===== src/rtl/stream_pkg.sv =====
// Shared definitions for the stream packer and its neighbours.
// Default beat geometry matches the pipe_stage benches.
package stream_pkg;

  localparam int unsigned DEFAULT_WIDTH = 32'd8;
  localparam int unsigned DEFAULT_RATIO = 32'd4;

  // Per-lane valid mask for a word built from DEFAULT_RATIO beats
  typedef logic [DEFAULT_RATIO-1:0] keep_t;

  // Bit offset of a lane inside a packed word
  function automatic int unsigned lane_offset(input int unsigned lane, input int unsigned width);
    return lane * width;
  endfunction

endpackage


===== src/rtl/pack_idle_timer.sv =====
// Idle timer for the stream packer: counts cycles in which a partial word
// sits in the accumulator without new beats, and fires on the cycle the
// count reaches TIMEOUT so the packer can flush the partial word.
module pack_idle_timer #(
  parameter int unsigned TIMEOUT = 32'd16
) (
  input  logic clk,
  input  logic i_reset_n,
  input  logic active_i,   // partial word present and not yet closed
  input  logic beat_i,     // a beat is accepted this cycle
  output logic fire_o      // counter reaches TIMEOUT at the end of this cycle
);

  localparam int unsigned TW = $clog2(TIMEOUT + 32'd1);

  logic [TW-1:0] idle_cnt_q;
  logic [TW-1:0] idle_cnt_d;

  // Next count: clear on any beat or when nothing is pending, saturate at TIMEOUT
  always_comb begin
    idle_cnt_d = idle_cnt_q;
    if (beat_i || !active_i) begin
      idle_cnt_d = {TW{1'b0}};
    end else if (idle_cnt_q != TW'(TIMEOUT)) begin
      idle_cnt_d = idle_cnt_q + TW'(1);
    end else begin
      idle_cnt_d = idle_cnt_q;
    end
  end

  assign fire_o = active_i && !beat_i && (idle_cnt_q == TW'(TIMEOUT - 32'd1));

  // Idle counter register with synchronous active-low reset
  always_ff @(posedge clk) begin
    if (!i_reset_n) begin
      idle_cnt_q <= {TW{1'b0}};
    end else begin
      idle_cnt_q <= idle_cnt_d;
    end
  end

endmodule


===== src/rtl/stream_packer.sv =====
// Width up-converter: packs RATIO consecutive WIDTH-bit beats into one
// little-endian WIDTH*RATIO-bit word. i_last closes a word early; the word
// leaves partially filled with a keep mask and o_last set.
// Buffering: one accumulator (which can hold a completed word while the
// output is stalled) plus one output register. o_rdy depends on state only.
// Optional: define STREAM_PACKER_TIMEOUT_EN to flush partial words after
// TIMEOUT idle cycles (instantiates pack_idle_timer).
module stream_packer
  import stream_pkg::*;
#(
  parameter int unsigned WIDTH   = DEFAULT_WIDTH,
  parameter int unsigned RATIO   = DEFAULT_RATIO,
  parameter int unsigned TIMEOUT = 32'd16
) (
  input  logic                     clk,
  input  logic                     i_reset_n,
  input  logic [WIDTH-1:0]         i_data,
  input  logic                     i_last,
  input  logic                     i_vld,
  output logic                     o_rdy,
  output logic [WIDTH*RATIO-1:0]   o_data,
  output logic [RATIO-1:0]         o_keep,
  output logic                     o_last,
  output logic                     o_vld,
  input  logic                     i_rdy
);

  localparam int unsigned DW = WIDTH * RATIO;
  localparam int unsigned CW = $clog2(RATIO);

  // Accumulator
  logic [DW-1:0]    acc_data_q, acc_data_d;
  logic [RATIO-1:0] acc_keep_q, acc_keep_d;
  logic [CW-1:0]    acc_cnt_q,  acc_cnt_d;
  logic             acc_last_q, acc_last_d;
  logic             acc_done_q, acc_done_d;

  // Output register
  logic [DW-1:0]    out_data_q, out_data_d;
  logic [RATIO-1:0] out_keep_q, out_keep_d;
  logic             out_last_q, out_last_d;
  logic             out_vld_q,  out_vld_d;

  logic             accept_s;
  logic             slot_free_s;
  logic             word_end_s;
  logic             flush_s;
  logic [DW-1:0]    beat_data_s;
  logic [RATIO-1:0] beat_keep_s;

  assign o_rdy       = !acc_done_q;
  assign accept_s    = i_vld && !acc_done_q;
  assign slot_free_s = !out_vld_q || i_rdy;
  assign word_end_s  = accept_s && ((acc_cnt_q == CW'(RATIO - 32'd1)) || i_last);

  assign o_data = out_data_q;
  assign o_keep = out_keep_q;
  assign o_last = out_last_q;
  assign o_vld  = out_vld_q;

`ifdef STREAM_PACKER_TIMEOUT_EN
  logic idle_active_s;
  assign idle_active_s = (acc_cnt_q != {CW{1'b0}}) && !acc_done_q;

  pack_idle_timer #(
    .TIMEOUT (TIMEOUT)
  ) u_idle_timer (
    .clk       (clk),
    .i_reset_n (i_reset_n),
    .active_i  (idle_active_s),
    .beat_i    (accept_s),
    .fire_o    (flush_s)
  );
`else
  logic [31:0] unused_timeout_s;
  assign unused_timeout_s = 32'(TIMEOUT);
  assign flush_s          = 1'b0;
`endif

  // Accumulator contents with the incoming beat merged into its lane
  always_comb begin
    beat_data_s = acc_data_q;
    beat_keep_s = acc_keep_q;
    beat_data_s[lane_offset(32'(acc_cnt_q), WIDTH) +: WIDTH] = i_data;
    beat_keep_s[acc_cnt_q] = 1'b1;
  end

  // Next state: drain output, move held/completed words, accumulate beats
  always_comb begin
    acc_data_d = acc_data_q;
    acc_keep_d = acc_keep_q;
    acc_cnt_d  = acc_cnt_q;
    acc_last_d = acc_last_q;
    acc_done_d = acc_done_q;
    out_data_d = out_data_q;
    out_keep_d = out_keep_q;
    out_last_d = out_last_q;
    out_vld_d  = out_vld_q;

    if (out_vld_q && i_rdy) begin
      out_vld_d = 1'b0;
    end else begin
      out_vld_d = out_vld_q;
    end

    if (acc_done_q) begin
      // Held word moves out as soon as the slot frees; no beat is accepted meanwhile
      if (slot_free_s) begin
        out_data_d = acc_data_q;
        out_keep_d = acc_keep_q;
        out_last_d = acc_last_q;
        out_vld_d  = 1'b1;
        acc_data_d = {DW{1'b0}};
        acc_keep_d = {RATIO{1'b0}};
        acc_cnt_d  = {CW{1'b0}};
        acc_last_d = 1'b0;
        acc_done_d = 1'b0;
      end else begin
        acc_done_d = 1'b1;
      end
    end else if (word_end_s) begin
      if (slot_free_s) begin
        out_data_d = beat_data_s;
        out_keep_d = beat_keep_s;
        out_last_d = i_last;
        out_vld_d  = 1'b1;
        acc_data_d = {DW{1'b0}};
        acc_keep_d = {RATIO{1'b0}};
        acc_cnt_d  = {CW{1'b0}};
        acc_last_d = 1'b0;
      end else begin
        acc_data_d = beat_data_s;
        acc_keep_d = beat_keep_s;
        acc_cnt_d  = {CW{1'b0}};
        acc_last_d = i_last;
        acc_done_d = 1'b1;
      end
    end else if (accept_s) begin
      acc_data_d = beat_data_s;
      acc_keep_d = beat_keep_s;
      acc_cnt_d  = acc_cnt_q + CW'(1);
    end else if (flush_s) begin
      // Idle timeout closes the partial word without a last flag
      if (slot_free_s) begin
        out_data_d = acc_data_q;
        out_keep_d = acc_keep_q;
        out_last_d = 1'b0;
        out_vld_d  = 1'b1;
        acc_data_d = {DW{1'b0}};
        acc_keep_d = {RATIO{1'b0}};
        acc_cnt_d  = {CW{1'b0}};
        acc_last_d = 1'b0;
      end else begin
        acc_last_d = 1'b0;
        acc_done_d = 1'b1;
      end
    end else begin
      acc_done_d = acc_done_q;
    end
  end

  // State registers, synchronous active-low reset discards any partial word
  always_ff @(posedge clk) begin
    if (!i_reset_n) begin
      acc_data_q <= {DW{1'b0}};
      acc_keep_q <= {RATIO{1'b0}};
      acc_cnt_q  <= {CW{1'b0}};
      acc_last_q <= 1'b0;
      acc_done_q <= 1'b0;
      out_data_q <= {DW{1'b0}};
      out_keep_q <= {RATIO{1'b0}};
      out_last_q <= 1'b0;
      out_vld_q  <= 1'b0;
    end else begin
      acc_data_q <= acc_data_d;
      acc_keep_q <= acc_keep_d;
      acc_cnt_q  <= acc_cnt_d;
      acc_last_q <= acc_last_d;
      acc_done_q <= acc_done_d;
      out_data_q <= out_data_d;
      out_keep_q <= out_keep_d;
      out_last_q <= out_last_d;
      out_vld_q  <= out_vld_d;
    end
  end

endmodule


===== config.mk =====
export PLATFORM = sky130hd
export DESIGN_NAME = stream_packer
export DESIGN_NICKNAME = d
export VERILOG_FILES = /design/src/rtl/stream_pkg.sv /design/src/rtl/pack_idle_timer.sv /design/src/rtl/stream_packer.sv
export SDC_FILE = /design/constraint.sdc
export NUM_CORES = 1
export LEC_CHECK = 0
export CAP_MARGIN = 30
export CORE_MARGIN = 3
export CORE_UTILIZATION = 30
export DETAILED_ROUTE_END_ITERATION = 8
export DONT_BUFFER_PORTS = 1
export HOLD_SLACK_MARGIN = 0.05
export PLACE_DENSITY = 0.49
export SLEW_MARGIN = 25
export SYNTH_ARGS = -nofsm -noshare
export SYNTH_HDL_FRONTEND = slang
export SYNTH_SLANG_ARGS = --single-unit
export TNS_END_PERCENT = 10

===== constraint.sdc =====
create_clock -name clk -period 1.86 [get_ports clk]
set_input_delay 0.093 -clock clk [delete_from_list [all_inputs] [get_ports clk]]
set_output_delay 0.093 -clock clk [all_outputs]
set_load 0.05 [all_outputs]

==> flow_metrics.py <==
metrics = {
    "floorplanning": {
        "die_h_um": 113.3,
        "num_rows": 38,
        "core-area_um2": 11030,
        "die_w_um": 113.3,
        "die_area_um2": 12830,
        "initial_core_util_pct": 31.30,
        "ios": 52,
    },
    "worst_setup_path": {
        "r2r-end": "acc_data_q[22]",
        "crit_path_end_kind": "flip-flop",
        "cp_slowest_stage_delay_ns": 0.34,
        "r2r-start": "acc_cnt_q[0]",
        "crit_family": "compound AO/OA/AOI/OAI gates",
        "slowest_stage": "dfxtp_2",
        "reg2reg_depth": 5,
        "path_cells": "ha_1 > or2_4 > a211oi_1 > o21a_1 > a22o_1",
        "crit_start": "acc_cnt_q[0]",
        "setup.worst_path.class": "reg2reg",
        "endpoint": "acc_data_q[22]",
        "worstPathArrival_ns": 1.99,
        "required_ns": 2.14,
        "path_max_fanout": 8,
        "cp_num_buf_inv": 0,
        "critPathLaunchType": "flip-flop",
        "r2r_slack_ns": 0.14,
        "cp.depth": 5,
    },
    "place": {
        "io_buffer_count": 0,
        "placed_cells": 546,
        "dp_hpwl_um": 6665,
        "gp_congestion": 0.8226,
    },
    "layout": {
        "mostFrequentLayoutCells": "77 x dfxtp_1, 49 x a21oi_1, 49 x buf_4",
        "layout.nets": 449,
        "diodes": 0,
        "layout_commonest_cell": "dfxtp_1",
        "drive_gt1_share_pct": 18.48,
        "area_growth_pct": 25.44,
        "register_area_um2": 1563,
        "layoutNonFillerInstCount": 573,
        "fillers": 1122,
        "multi_input_area_um2": 1748,
    },
    "clock_tree": {
        "clkLatencyLatePin_ns": 0.33,
        "clkTransAtPathRegs_ns": 0.06,
        "cts.sinks": 78,
        "h-tree-depth": 3,
        "root_buffer": "clkbuf_16",
        "cts.path.max_buffers": 2,
        "cts_made_buffers": 9,
        "cts_tree": "yes",
    },
    "route": {
        "drc": 0,
        "ant_nets": 0,
        "wl_um": 9482,
        "wl_per_cell_um": 16.55,
        "via_per_inst": 5.194,
        "vias": 2976,
        "firstDrtPassIters": 4,
        "first_iter_violations": 137,
    },
    "yosys": {
        "ys.flop_type": "dfxtp_1",
        "ys_warn_count": 0,
        "syn_avg_cell_area_um2": 8.851,
        "syn-num-nets": 411,
        "synthCells": 390,
        "synth_area_leader_cell": "dfxtp_1",
        "synth.distinct_cells": 42,
        "netlist.area_leader.share_pct": 45.23,
        "synth_area_leaders": "dfxtp_1 45%, a21oi_1 7.1%, o21ai_1 5.9%",
        "synthArstFlopShare_pct": 0,
        "synthesis.area_um2": 3452,
        "synth-edff-count": 0,
        "ys_seq_area_share_pct": 45.23,
        "synth-seq-cells": 78,
    },
    "power_and_ir_drop": {
        "leakagePower_uw": 0.001632,
        "vdd_ir_drop_max_mv": 0.3936,
        "power.density_nw_per_um2": 1003,
    },
    "global_route": {
        "grt_start_max_net_pins": 62,
        "grt_usage_pct": 15.52,
        "first_global_vias": 2931,
        "antenna_found_initial": 0,
        "grt-ovfl-total": 0,
        "grt_first_pass_wirelength_um": 15930,
    },
    "timing": {
        "maxClockFrequency_ghz": 0.5823,
        "hold_violations": 0,
        "finalSetupViolations": 0,
        "final.setup.tns_ns": 0,
        "skew_ns": 0.005856,
        "period_minus_slack_ns": 1.717,
        "whs_ns": 0.07807,
        "max_slew_margin_pct": 64.32,
        "min_period_over_period_pct": 92.34,
        "tightest_slew_ns": 0.5345,
        "drv_slew": 0,
    },
    "worst_hold_path": {
        "hold_path_class": "in2reg",
    },
    "run": {
        "cap_violations": 0,
    },
    "outcome": {
        "outcome": "finished, final reports clean",
    },
}
## metal layers
metal / global-route usage [%] / part of all wire (%)
met4: 6.731 / 2.2
met5: 0 / 0
met3: 4.278 / 4.8
met1: 21.01 / 49
met2: 23.14 / 44
## cell families (layout without fill, tap and decap cells)
kind of cell,after synthesis,count (layout),synth area share (%)
buf+inv,36,79,4.820
fa+ha+maj,8,8,2.900
simple gates,99,99,14.82
compound gates,168,168,31.93
flops,78,78,45.23
mux,1,1,0.2900
## through the flow
step | worst slack (ns) | util [%] | power (µW) | area [µm²]
3_5_place_dp | -0.07005 | 34.95 | 2386 | 3855
6_report | 0.1426 | 39.26 | 4343 | 4330
5_1_grt | -0.008206 | 39.26 | 4529 | 4330
3_3_place_gp | -0.0002977 | 34.95 | 2384 | 3855
2_1_floorplan | 0.03752 | - | 2258 | 3461
4_1_cts | 0.05292 | 39.05 | 4395 | 4308
## report_power, final
| part | switching, µW | total [µW] | internal (µW) | leakage [µW] |
|---|---|---|---|---|
| clock | 661 | 1940 | 1280 | 0.000166 |
| sequential | 130 | 1870 | 1740 | 0.000636 |
| combinational | 338 | 529 | 191 | 0.000830 |
## worst min path at each step
stage | depth (start not counted) | start | endpoint
floorplan | 1 | i_data[0] | acc_data_q[0]
CTS | 3 | i_last | acc_last_q
finish | 3 | i_last | acc_last_q
detailed placement | 1 | i_data[3] | acc_data_q[3]
global route | 3 | i_data[5] | acc_data_q[29]
global placement | 1 | i_reset_n | acc_last_q
## worst min-delay path: stages
cell and delay (ns):
a22oi_1 0.04, o2bb2ai_1 0.14, and2_1 0.11
## what timing repair did
| action | CTS | global route |
|---|---|---|
| resized for setup | 2 | 3 |
| endpoints found under the setup margin | 16 | 55 |
| hold buffers | 10 | 0 |
| buffers inserted | 0 | 1 |
| gates cloned | 0 | 0 |
| hold endpoints to repair | 70 | 0 |
| pin swaps | 0 | 1 |
## cells in the mapped netlist (all sizes together) (7+ instances only)
| library cell | n |
|---|---|
| a221oi | 7 |
| o21ai | 50 |
| ha | 8 |
| nor3 | 18 |
| nor2 | 13 |
| nand4 | 9 |
| nand2 | 24 |
| nand2b | 13 |
| a21boi | 18 |
| dfxtp | 78 |
| nor2b | 14 |
| a21oi | 50 |
| clkbuf | 17 |
| a22o | 15 |
| buf | 16 |
| a31oi | 8 |
## area by class of cell
class | count | area share [%]
multi-input cells | 276 | 40.36
inverters | 3 | 0.2600
repair buffers | 60 | 11.50
well taps | 140 | 4.045
clock inverters | 3 | 1.502
flip-flops and latches | 78 | 36.09
clock buffers | 13 | 6.241
## flip-flops by register name, summed over array words and instances (netlist names)
register,flops
acc_data_q,32
o_data,32
acc_keep_q,4
o_keep,4
acc_cnt_q,2
acc_done_q,1
acc_last_q,1
o_last,1
o_vld,1
Note: power is estimated with default switching activity, not from simulation.
